==> config.mk <==
export PLATFORM = sky130hd
export DESIGN_NAME = multicycle_control_flat
export DESIGN_NICKNAME = d
export VERILOG_FILES = /design/src/rtl/multicycle_control_if.sv /design/src/rtl/multicycle_control.sv /design/src/flat_wrapper.sv
export SDC_FILE = /design/constraint.sdc
export NUM_CORES = 1
export LEC_CHECK = 0
export CAP_MARGIN = 20
export CORE_MARGIN = 8
export CORE_UTILIZATION = 40
export DETAILED_ROUTE_END_ITERATION = 10
export PLACE_DENSITY_LB_ADDON = 0.08
export SLEW_MARGIN = 15
export SYNTH_ARGS = -nofsm -noshare
export SYNTH_HDL_FRONTEND = slang
export SYNTH_SLANG_ARGS = --single-unit
==> constraint.sdc <==
create_clock -name clk -period 1.55 [get_ports clk]
set_input_delay 0.155 -clock clk [delete_from_list [all_inputs] [get_ports clk]]
set_output_delay 0.155 -clock clk [all_outputs]
set_load 0.01 [all_outputs]
==> src/rtl/multicycle_control_if.sv <==
// multicycle_control_if
//   Bundles the opcode/handshake inputs and the datapath control outputs of
//   the multi-cycle MIPS sequencer.
//   master : the sequencer (takes opcode, mem_ready; drives every control)
//   slave  : the datapath side (drives opcode, mem_ready; takes controls)
interface multicycle_control_if;
  logic [5:0] opcode;
  logic       mem_ready;
  logic       PCWrite;
  logic       PCWriteCond;
  logic       IorD;
  logic       MemRead;
  logic       MemWrite;
  logic       IRWrite;
  logic       MemToReg;
  logic       RegDst;
  logic       RegWrite;
  logic       Link;
  logic       ALUSrcA;
  logic [1:0] ALUSrcB;
  logic [3:0] ALUOp;
  logic       FunctEn;
  logic [1:0] PCSource;
  logic       illegal_op;
  logic       instr_done;
  logic [3:0] state;

  modport master (
    input  opcode, mem_ready,
    output PCWrite, PCWriteCond, IorD, MemRead, MemWrite, IRWrite, MemToReg,
           RegDst, RegWrite, Link, ALUSrcA, ALUSrcB, ALUOp, FunctEn, PCSource,
           illegal_op, instr_done, state
  );

  modport slave (
    output opcode, mem_ready,
    input  PCWrite, PCWriteCond, IorD, MemRead, MemWrite, IRWrite, MemToReg,
           RegDst, RegWrite, Link, ALUSrcA, ALUSrcB, ALUOp, FunctEn, PCSource,
           illegal_op, instr_done, state
  );
endinterface

==> src/rtl/multicycle_control.sv <==
// multicycle_control
//   Multi-cycle MIPS sequencer: steps each instruction through fetch, decode,
//   execute, memory and writeback, driving datapath selects/enables per step.
//   Ports:
//     clk    - rising-edge clock
//     rst_n  - asynchronous active-low reset (all outputs 0 while low)
//     bus    - multicycle_control_if.master (opcode, mem_ready in; controls,
//              illegal_op, instr_done, debug state out)
//   MEM_WAIT_EN: 1 = FETCH/MEMRD/MEMWR wait for mem_ready, 0 = never wait.
module multicycle_control #(
  parameter int unsigned MEM_WAIT_EN = 1
) (
  input  logic                  clk,
  input  logic                  rst_n,
  multicycle_control_if.master  bus
);

  typedef enum logic [3:0] {
    FETCH    = 4'd0,
    DECODE   = 4'd1,
    MEMADR   = 4'd2,
    MEMRD    = 4'd3,
    MEMWB    = 4'd4,
    MEMWR    = 4'd5,
    RTYPE_EX = 4'd6,
    RTYPE_WB = 4'd7,
    BRANCH   = 4'd8,
    JUMP     = 4'd9,
    IMM_EX   = 4'd10,
    IMM_WB   = 4'd11
  } state_t;

  localparam logic [5:0] OP_R     = 6'b000000;
  localparam logic [5:0] OP_J     = 6'b000010;
  localparam logic [5:0] OP_JAL   = 6'b000011;
  localparam logic [5:0] OP_BEQ   = 6'b000100;
  localparam logic [5:0] OP_BNE   = 6'b000101;
  localparam logic [5:0] OP_ADDI  = 6'b001000;
  localparam logic [5:0] OP_SLTI  = 6'b001010;
  localparam logic [5:0] OP_SLTIU = 6'b001011;
  localparam logic [5:0] OP_ANDI  = 6'b001100;
  localparam logic [5:0] OP_ORI   = 6'b001101;
  localparam logic [5:0] OP_XORI  = 6'b001110;
  localparam logic [5:0] OP_LUI   = 6'b001111;
  localparam logic [5:0] OP_LW    = 6'b100011;
  localparam logic [5:0] OP_SW    = 6'b101011;

  state_t state_q, state_d;
  logic   rdy;

  assign rdy = (MEM_WAIT_EN != 0) ? bus.mem_ready : 1'b1;

  // Immediate ALU codes; also re-used in IMM_WB since the IR holds opcode.
  function automatic logic [3:0] imm_aluop(input logic [5:0] op);
    case (op)
      OP_ANDI:  return 4'b1100;
      OP_ORI:   return 4'b1101;
      OP_XORI:  return 4'b1110;
      OP_SLTI:  return 4'b1010;
      OP_SLTIU: return 4'b1011;
      OP_LUI:   return 4'b1111;
      default:  return 4'b1000;
    endcase
  endfunction

  function automatic logic is_legal(input logic [5:0] op);
    case (op)
      OP_LW, OP_SW, OP_R, OP_BEQ, OP_BNE, OP_J, OP_JAL,
      OP_ADDI, OP_ANDI, OP_ORI, OP_XORI, OP_SLTI, OP_SLTIU, OP_LUI:
               return 1'b1;
      default: return 1'b0;
    endcase
  endfunction

  always_ff @(posedge clk or negedge rst_n) begin
    if (!rst_n) state_q <= FETCH;
    else        state_q <= state_d;
  end

  always_comb begin
    state_d = state_q;
    case (state_q)
      FETCH:    if (rdy) state_d = DECODE;
      DECODE: begin
        case (bus.opcode)
          OP_LW, OP_SW:   state_d = MEMADR;
          OP_R:           state_d = RTYPE_EX;
          OP_BEQ, OP_BNE: state_d = BRANCH;
          OP_J, OP_JAL:   state_d = JUMP;
          OP_ADDI, OP_ANDI, OP_ORI, OP_XORI, OP_SLTI, OP_SLTIU, OP_LUI:
                          state_d = IMM_EX;
          default:        state_d = FETCH;
        endcase
      end
      MEMADR:   state_d = (bus.opcode == OP_SW) ? MEMWR : MEMRD;
      MEMRD:    if (rdy) state_d = MEMWB;
      MEMWR:    if (rdy) state_d = FETCH;
      RTYPE_EX: state_d = RTYPE_WB;
      IMM_EX:   state_d = IMM_WB;
      default:  state_d = FETCH;
    endcase
  end

  // Outputs are forced to 0 while reset is held so nothing commits during
  // an abandoned instruction, even though FETCH itself is a reading state.
  always_comb begin
    bus.PCWrite     = 1'b0;
    bus.PCWriteCond = 1'b0;
    bus.IorD        = 1'b0;
    bus.MemRead     = 1'b0;
    bus.MemWrite    = 1'b0;
    bus.IRWrite     = 1'b0;
    bus.MemToReg    = 1'b0;
    bus.RegDst      = 1'b0;
    bus.RegWrite    = 1'b0;
    bus.Link        = 1'b0;
    bus.ALUSrcA     = 1'b0;
    bus.ALUSrcB     = 2'b00;
    bus.ALUOp       = 4'b0000;
    bus.FunctEn     = 1'b0;
    bus.PCSource    = 2'b00;
    bus.illegal_op  = 1'b0;
    bus.instr_done  = 1'b0;
    bus.state       = '0;
    if (rst_n) begin
      bus.state = state_q;
      case (state_q)
        FETCH: begin
          bus.MemRead = 1'b1;
          bus.ALUSrcB = 2'b01;
          bus.IRWrite = rdy;
          bus.PCWrite = rdy;
        end
        DECODE: begin
          bus.ALUSrcB = 2'b11;
          if (!is_legal(bus.opcode)) begin
            bus.illegal_op = 1'b1;
            bus.instr_done = 1'b1;
          end
        end
        MEMADR: begin
          bus.ALUSrcA = 1'b1;
          bus.ALUSrcB = 2'b10;
        end
        MEMRD: begin
          bus.IorD    = 1'b1;
          bus.MemRead = 1'b1;
        end
        MEMWB: begin
          bus.MemToReg   = 1'b1;
          bus.RegWrite   = 1'b1;
          bus.instr_done = 1'b1;
        end
        MEMWR: begin
          bus.IorD       = 1'b1;
          bus.MemWrite   = 1'b1;
          bus.instr_done = rdy;
        end
        RTYPE_EX: begin
          bus.ALUSrcA = 1'b1;
          bus.FunctEn = 1'b1;
        end
        RTYPE_WB: begin
          bus.RegDst     = 1'b1;
          bus.RegWrite   = 1'b1;
          bus.instr_done = 1'b1;
        end
        BRANCH: begin
          bus.ALUSrcA     = 1'b1;
          bus.PCWriteCond = 1'b1;
          bus.PCSource    = 2'b01;
          bus.instr_done  = 1'b1;
          bus.ALUOp       = (bus.opcode == OP_BNE) ? 4'b0101 : 4'b0100;
        end
        JUMP: begin
          bus.PCWrite    = 1'b1;
          bus.PCSource   = 2'b10;
          bus.instr_done = 1'b1;
          bus.Link       = (bus.opcode == OP_JAL);
          bus.RegWrite   = (bus.opcode == OP_JAL);
        end
        IMM_EX: begin
          bus.ALUSrcA = 1'b1;
          bus.ALUSrcB = 2'b10;
          bus.ALUOp   = imm_aluop(bus.opcode);
        end
        IMM_WB: begin
          bus.RegWrite   = 1'b1;
          bus.instr_done = 1'b1;
          bus.ALUOp      = imm_aluop(bus.opcode);
        end
        default: ;
      endcase
    end
  end

endmodule

==> src/flat_wrapper.sv <==
// flat-port wrapper written by rule: the top's interface ports become plain ports
module multicycle_control_flat 
#(
  parameter int unsigned MEM_WAIT_EN = 1
)
  (clk, rst_n, bus_opcode, bus_mem_ready, bus_PCWrite, bus_PCWriteCond, bus_IorD, bus_MemRead, bus_MemWrite, bus_IRWrite, bus_MemToReg, bus_RegDst, bus_RegWrite, bus_Link, bus_ALUSrcA, bus_ALUSrcB, bus_ALUOp, bus_FunctEn, bus_PCSource, bus_illegal_op, bus_instr_done, bus_state);
  multicycle_control_if bus_i ();
  input  logic clk;
  input  logic rst_n;
  input wire logic [$bits(bus_i.opcode)-1:0] bus_opcode;
  input wire logic [$bits(bus_i.mem_ready)-1:0] bus_mem_ready;
  output wire logic [$bits(bus_i.PCWrite)-1:0] bus_PCWrite;
  output wire logic [$bits(bus_i.PCWriteCond)-1:0] bus_PCWriteCond;
  output wire logic [$bits(bus_i.IorD)-1:0] bus_IorD;
  output wire logic [$bits(bus_i.MemRead)-1:0] bus_MemRead;
  output wire logic [$bits(bus_i.MemWrite)-1:0] bus_MemWrite;
  output wire logic [$bits(bus_i.IRWrite)-1:0] bus_IRWrite;
  output wire logic [$bits(bus_i.MemToReg)-1:0] bus_MemToReg;
  output wire logic [$bits(bus_i.RegDst)-1:0] bus_RegDst;
  output wire logic [$bits(bus_i.RegWrite)-1:0] bus_RegWrite;
  output wire logic [$bits(bus_i.Link)-1:0] bus_Link;
  output wire logic [$bits(bus_i.ALUSrcA)-1:0] bus_ALUSrcA;
  output wire logic [$bits(bus_i.ALUSrcB)-1:0] bus_ALUSrcB;
  output wire logic [$bits(bus_i.ALUOp)-1:0] bus_ALUOp;
  output wire logic [$bits(bus_i.FunctEn)-1:0] bus_FunctEn;
  output wire logic [$bits(bus_i.PCSource)-1:0] bus_PCSource;
  output wire logic [$bits(bus_i.illegal_op)-1:0] bus_illegal_op;
  output wire logic [$bits(bus_i.instr_done)-1:0] bus_instr_done;
  output wire logic [$bits(bus_i.state)-1:0] bus_state;
  assign bus_i.opcode = bus_opcode;
  assign bus_i.mem_ready = bus_mem_ready;
  assign bus_PCWrite = bus_i.PCWrite;
  assign bus_PCWriteCond = bus_i.PCWriteCond;
  assign bus_IorD = bus_i.IorD;
  assign bus_MemRead = bus_i.MemRead;
  assign bus_MemWrite = bus_i.MemWrite;
  assign bus_IRWrite = bus_i.IRWrite;
  assign bus_MemToReg = bus_i.MemToReg;
  assign bus_RegDst = bus_i.RegDst;
  assign bus_RegWrite = bus_i.RegWrite;
  assign bus_Link = bus_i.Link;
  assign bus_ALUSrcA = bus_i.ALUSrcA;
  assign bus_ALUSrcB = bus_i.ALUSrcB;
  assign bus_ALUOp = bus_i.ALUOp;
  assign bus_FunctEn = bus_i.FunctEn;
  assign bus_PCSource = bus_i.PCSource;
  assign bus_illegal_op = bus_i.illegal_op;
  assign bus_instr_done = bus_i.instr_done;
  assign bus_state = bus_i.state;
  multicycle_control #(.MEM_WAIT_EN(MEM_WAIT_EN)) u_core (.clk(clk), .rst_n(rst_n), .bus(bus_i));
endmodule
==> results of run 1 <==
[logic make-up after synthesis]
kind of cell,Yosys count
muxes,1
and+or+nand+nor,57
AOI/OAI and AO/OA,19
xor gates and xnor gates,2
buffers and inverters,15
DFF,4
adders and majority gates,1
[metrics by stage]
stage	util	hold WS, ns	setup slack (ns)	cells	cell area (um2)
CTS	0.911	0.0259	-0.241	209	1570
detailed placement	0.767	0.527	-0.765	188	1330
global placement	0.767	0.502	-0.731	188	1330
floorplan	-	-0.141	0.0721	99	731
[timing repair]
item | 4_1_cts
gates cloned | 0
setup endpoints to repair | 28
setup buffers | 20
gates resized for setup | 143
hold buffers | 0
endpoints found under the hold margin | 0
pin swaps | 15
==> impl_metrics.yaml, run 1 <==
status:
  outcome: "did not finish"
  haltStage: "5_1_grt"
  error: "[ERROR DPL-0038] Utilization greater than 100%, impossible to legalize"
sta:
  crit_endpoint: "bus_ALUOp[0]"
  worstEpCategory: "top-level output"
yosys:
  synth_area_leaders: "dfrtp_1, nor3_1, nor2_1, clkbuf_8, and2_1"
  ys_warn_count: 0
  synth-xor-area-share: 0.0240
  synth_compound_area_frac: 0.199
  yosys-top-cells-count: "nor2_1, nor3_1, inv_1, nand2_1"
  yosysUniqueCellTypes: 47
  yosys.area.top_type_share: 0.137
  async_flop_share: 1.00
  synth_cells: 99
  yosysTopAreaCell: "dfrtp_1"
  synth_edf_count: 0
  synth-simple-area-share: 0.478
  synthFlopType: "dfrtp_1"
  synthMuxAreaShare: 0.0137
  synth.net_count: 109
  ys_seq_area_frac: 0.137
  syn_area_um2: 731
  avgSynthCellArea_um2: 7.38
  synthAdderAreaFrac: 0.0171
  synth_top_family_by_area: "simple AND/OR/NAND/NOR gates"
  synth.most_common_cell: "nor2_1"
  ys_ff_latch: 4
clock_network:
  ctsLongestPathBuffers: 2
  htreeDepth: 1
  root_buffer: "clkbuf_4"
  clock-sinks: 4
  numCtsBuffers: 3
die:
  die_h_um: 58.7
  initial_utilization: 0.423
  rows: 15
  die_width_um: 58.7
  num_io_pins: 35
placement:
  port_buffers: 34
  hpwl_um: 2210
  place_congestion: 0.877
global_route:
  antenna_found_initial: 1
  grt_max_degree: 12
==> run 2, diff against run 1 <==
CORE_AREA = 8 8 69 71   (was not set)
CORE_MARGIN = not set   (was 8)
CORE_UTILIZATION = not set   (was 40)
DIE_AREA = 0 0 77 79   (was not set)
PLACE_DENSITY_LB_ADDON = 0.15   (was 0.08)
==> run 2 against run 1 <==
Effect of this change: the flow now finishes, with violations (setup timing); synthesized area unchanged; synthesized cell count unchanged.
==> impl_metrics.yaml, run 2 <==
sta:
  worst_slack_ns: -0.209
  post-route-period-util: 1.14
  drv_slew: 0
  min_period_ns: 1.76
  hold_ws_ns: 0.0727
  fin_skew_ns: 0.00396
  worst_pin_slew_ns: 0.364
  fmax_ghz: 0.568
  rsz0062_at_grt: "true"
  setup_viol_count_final: 12
  hold_violations: 0
  relSlewSlack: 0.757
global_route:
  grtUsageTotal: 0.0985
  grt_pass1_vias: 1102
  overflow: 0
  grt_max_degree: 11
  antenna_found_initial: 0
  grt_pass1_wl_um: 5120
yosys:
  synth_edf_count: 0
  syn_area_um2: 731
  synth.net_count: 109
  ys_warn_count: 0
  synth_area_leaders: "dfrtp_1, nor3_1, nor2_1, clkbuf_8, and2_1"
  synth.most_common_cell: "nor2_1"
  async_flop_share: 1.00
  yosys-top-cells-count: "nor2_1, nor3_1, inv_1, nand2_1"
  yosysTopAreaCell: "dfrtp_1"
  yosys.area.top_type_share: 0.137
  ys_seq_area_frac: 0.137
  avgSynthCellArea_um2: 7.38
  ys_ff_latch: 4
  synthFlopType: "dfrtp_1"
  yosysUniqueCellTypes: 47
  synth_cells: 99
layout:
  fillers: 414
  final_util: 0.440
  layout_commonest_cell: "buf_4"
  top_register: "u_core.state_q"
  design_area_um2: 1670
  area_delta_synth_final_pct: 129
  drive_above_1_share: 0.643
  antennaDiodeCount: 0
  top_regs: "u_core.state_q (4)"
  regArea_um2: 104
  finalNonFillerCells: 232
  multi_input_area_um2: 726
  most-common-layout-cells: "buf_4, buf_6, buf_2"
  largest_reg_flops: 4
  final_nets: 194
die:
  die_h_um: 79
  coreArea_um2: 3800
  die_width_um: 77
  initial_utilization: 0.192
  num_io_pins: 35
  die_area_um2: 6080
  rows: 23
status:
  outcome: "complete, but fails checks"
  violations: "setup timing"
clock_network:
  clkSlewWorstSetupHoldPaths_ns: 0.03
  hold_buffers: 0
  ctsLongestPathBuffers: 2
  clk-insertion-delay-late_ns: 0.22
  numCtsBuffers: 3
  cts_tree: "built"
  htreeDepth: 1
  root_buffer: "clkbuf_8"
  clock-sinks: 4
power:
  irDropWorstVdd_mv: 0.335
  p_seq_frac: 0.103
  switching_share: 0.415
  p_sw_uw: 828
  power_density_nw_per_um2: 1200
  internal_power_uw: 1170
  p_leak_uw: 0.000817
  pwr-share-comb: 0.788
  p_clk_frac: 0.109
critical_path:
  r2r-start: "u_core.state_q[3]"
  r2r_slack_ns: -0.12
  crit_arrival_ns: 1.60
  max_stage_delay_ns: 0.40
  required_ns: 1.39
  ff2ff_path_depth: 4
  worstPathMaxFanout: 4
  worstSetupStartpoint: "u_core.state_q[2]"
  worst_setup_path_end_kind: "output port"
  cp-start-kind: "register"
  crit_type: "register to output port"
  slowest_stage: "dfrtp_1"
  critPathCapture: "bus_ALUOp[0]"
  rr_endpoint: "u_core.state_q[1]"
  crit_chain: "nand3b_1 -> buf_4 -> nor4bb_4 -> o221a_2 -> buf_6"
drt:
  dr.first_iter.drc_count: 54
  via_per_inst: 4.72
  wl_um: 3220
  ant_nets: 0
  routed-via-count: 1096
  drc: 0
  firstDrtPassIters: 4
  wl_per_cell_um: 13.9
placement:
  place_inst: 217
  port_buffers: 34
  placed_cell_area_um2: 1390
  place_ws_ns: -0.885
  hpwl_um: 2370
  place_congestion: 0.775
min_path:
  hold_class: "input pin to asynchronous set/reset pin"
flow_run:
  maxCapViolations: 0
run 2: cell counts after synthesis:
Identical to the previous run, type by type.
run 2: kinds of logic (layout without fill, tap and decap cells):
| group | after synthesis | count (layout) | share of synthesized area |
|---|---|---|---|
| DFF | 4 | 4 | 0.137 |
| and+or+nand+nor | 57 | 57 | 0.478 |
| adders and majority gates | 1 | 1 | 0.0171 |
| muxes | 1 | 1 | 0.0137 |
| buffers and inverters | 15 | 98 | 0.132 |
| AOI/OAI and AO/OA | 19 | 19 | 0.199 |
| xor gates and xnor gates | 2 | 2 | 0.0240 |
run 2: metal layers:
layer | vias up | track usage | wire length (um)
met5 | - | 0 | 0
met4 | 0 | 0.0226 | 39
met3 | 4 | 0.0226 | 165
met2 | 31 | 0.184 | 1630
met1 | 522 | 0.110 | 1380
li1 | 539 | - | -
run 2: repair_timing:
item                                   in CTS  in global routing
setup endpoints to repair                  29                 20
setup buffers                               9                  5
endpoints found under the hold margin       0                  0
resized for setup                         134                 26
pin swaps                                  15                 15
run 2: power by group through the flow:
stage                     clock network, uW  registers, uW  logic (uW)
after floorplan                           0            169         592
after global placement                    0            206        1250
after detailed placement                  0            205        1250
after CTS                               223            201        1480
after global routing                    232            206        1700
final                                   218            205        1570
run 2: worst max-delay path: cells and delay by family (launching register included):
kind | cells | cell delay (ns)
AOI/OAI and AO/OA | 1 | 0.22
and+or+nand+nor | 2 | 0.49
DFF | 1 | 0.40
buffers and inverters | 2 | 0.28
run 2: metrics by stage:
stage | setup TNS (ns) | total power [uW]
after floorplan | 0 | 761
after global placement | -11.97 | 1450
after detailed placement | -12.17 | 1460
after CTS | -0.988 | 1900
after global routing | -1.69 | 2140
final | -1.02 | 2000
run 2: area by class of cell:
type | count | share of cell area
Inverter | 5 | 0.0112
Tap cell | 50 | 0.0375
Clock buffer | 3 | 0.0247
Sequential cell | 4 | 0.0622
Timing Repair Buffer | 90 | 0.430
Multi-Input combinational cell | 80 | 0.434
run 2: worst min path at each step:
stage / to / cells past startpoint
3_5_place_dp: u_core.state_q[1] / 2
4_1_cts: u_core.state_q[0] / 2
2_1_floorplan: u_core.state_q[0] / 0
6_report: u_core.state_q[2] / 2
5_1_grt: u_core.state_q[0] / 2
3_3_place_gp: u_core.state_q[1] / 2
No activity file was read; power rests on OpenSTA's default activity.
==> run 3, diff against run 2 <==
GPL_ROUTABILITY_DRIVEN = 1   (was not set)
==> results of run 3 <==
Same layout as run 2: the final DEF is identical, and so are final timing and power.
==> run 4, diff against run 3 <==
CORE_AREA = 2 2 63 65   (was 8 8 69 71)
DIE_AREA = 0 0 65 67   (was 0 0 77 79)
==> run 4 against run 3 <==
Effect of this change: the flow still finishes with violations (setup timing); sequential share of layout area shrank 0.17 points; highest routed layer unchanged; clock skew is essentially flat; non-clock buffer count grew 6; wire length shrank 6.2%; design area grew 4.0%; via count grew 1.9%; largest power group unchanged; combinational power is essentially flat; clock power is essentially flat; cell count grew 1.7%.
==> impl_metrics.yaml, run 4 (synthesis gave the netlist of run 2 again) <==
power:
  power_density_nw_per_um2: 1160
  p_leak_uw: 0.000846
  irDropWorstVdd_mv: 0.371
layout:
  top_regs: "u_core.state_q (4)"
  area_delta_synth_final_pct: 138
  finalNonFillerCells: 236
  antennaDiodeCount: 0
  most-common-layout-cells: "buf_4, buf_6, buf_2"
  final_nets: 200
  layout_commonest_cell: "buf_4"
  largest_reg_flops: 4
  top_register: "u_core.state_q"
  regArea_um2: 105
  multi_input_area_um2: 723
  drive_above_1_share: 0.707
  final_util: 0.482
  fillers: 359
global_route:
  grt_pass1_vias: 1095
  grt_pass1_wl_um: 4930
  antenna_found_initial: 0
  grt_max_degree: 12
  overflow: 0
  grtUsageTotal: 0.142
sta:
  min_period_ns: 1.77
  drv_slew: 0
  setup_viol_count_final: 15
  worst_slack_ns: -0.218
  fin_skew_ns: 0.00423
  post-route-period-util: 1.14
  hold_ws_ns: 0.0685
  rsz0062_at_grt: "true"
  hold_violations: 0
  fmax_ghz: 0.565
  relSlewSlack: 0.756
  worst_pin_slew_ns: 0.362
critical_path:
  required_ns: 1.39
  crit_arrival_ns: 1.61
  worstPathMaxFanout: 3
  path_buf_inv: 2
  crit_chain: "nand3b_1 -> buf_4 -> nor4bb_2 -> o221a_2 -> buf_6"
  slowest_stage: "dfrtp_2"
  cp_top_family: "simple AND/OR/NAND/NOR gates"
  cp-start-kind: "register"
  worst_setup_path_end_kind: "output port"
  max_stage_delay_ns: 0.41
  crit_type: "register to output port"
clock_network:
  hold_buffers: 0
  clk-insertion-delay-late_ns: 0.22
  clkSlewWorstSetupHoldPaths_ns: 0.03
  root_buffer: "clkbuf_8"
  clock-sinks: 4
  ctsLongestPathBuffers: 2
  htreeDepth: 1
  cts_tree: "built"
  numCtsBuffers: 3
drt:
  firstDrtPassIters: 4
  drc: 0
  wl_per_cell_um: 12.8
  via_per_inst: 4.73
  ant_nets: 0
  wl_um: 3020
  routed-via-count: 1117
  dr.first_iter.drc_count: 24
placement:
  place_congestion: 0.824
  port_buffers: 34
  hpwl_um: 2220
  place_inst: 216
min_path:
  hold_class: "input pin to asynchronous set/reset pin"
die:
  die_area_um2: 4360
  initial_utilization: 0.203
  die_h_um: 67
  num_io_pins: 35
  coreArea_um2: 3610
  rows: 22
  die_width_um: 65
status:
  violations: "setup timing"
  outcome: "complete, but fails checks"
flow_run:
  maxCapViolations: 0
run 4: changes by cell type in the layout (fill, tap and decap cells not counted), sizes merged:
cell	change
buf	+10
clkbuf	-3
clkdlybuf4s15	+2
dlygate4sd2	-3
run 4: worst paths after layout:
path | from | endpoint | slack (ns) | depth (start not counted)
max in group asynchronous | rst_n | u_core.state_q[3] | 1.35 | 2
worst min register to register | u_core.state_q[0] | u_core.state_q[0] | 0.86 | 4
min in group clk | bus_opcode[1] | u_core.state_q[2] | 0.48 | 4
worst max-delay path | u_core.state_q[2] | bus_ALUOp[0] | -0.22 | 5
worst min-delay path | rst_n | u_core.state_q[2] | 0.07 | 2
worst max register to register | u_core.state_q[3] | u_core.state_q[1] | -0.08 | 4
run 4: repair_timing:
item / CTS / global route
pin swaps: 13 / 14
setup buffers: 15 / 3
hold endpoints to repair: 0 / 0
endpoints found under the setup margin: 29 / 21
gates resized for setup: 150 / 30
run 4: routing by layer:
layer,share of wire,track usage
met1,0.42,0.163
met2,0.52,0.268
met3,0.054,0.0287
met4,0.0063,0.0319
met5,0,0
run 4: metrics by stage:
stage	instance area, um2	TNS, ns	total power (uW)	worst slack (ns)
after floorplan	731	0	761	0.0721
after global placement	1390	-10.80	1450	-0.774
after detailed placement	1390	-11.02	1450	-0.777
after CTS	1600	-0.907	1820	-0.188
after global routing	1740	-2.55	2160	-0.263
final	1740	-1.59	2010	-0.218
run 4: layout make-up:
cell class / count / share of cell area
Timing Repair Buffer: 96 / 0.451
Clock buffer: 3 / 0.0238
Sequential cell: 4 / 0.0605
Inverter: 5 / 0.0137
Multi-Input combinational cell: 80 / 0.416
Tap cell: 48 / 0.0346
run 4: power breakdown:
part	switching, uW	leakage [uW]	total [uW]	internal, uW
sequential	57.1	0.0000469	204	147
clock	50.1	0.0000216	215	165
combinational	703	0.000777	1590	891
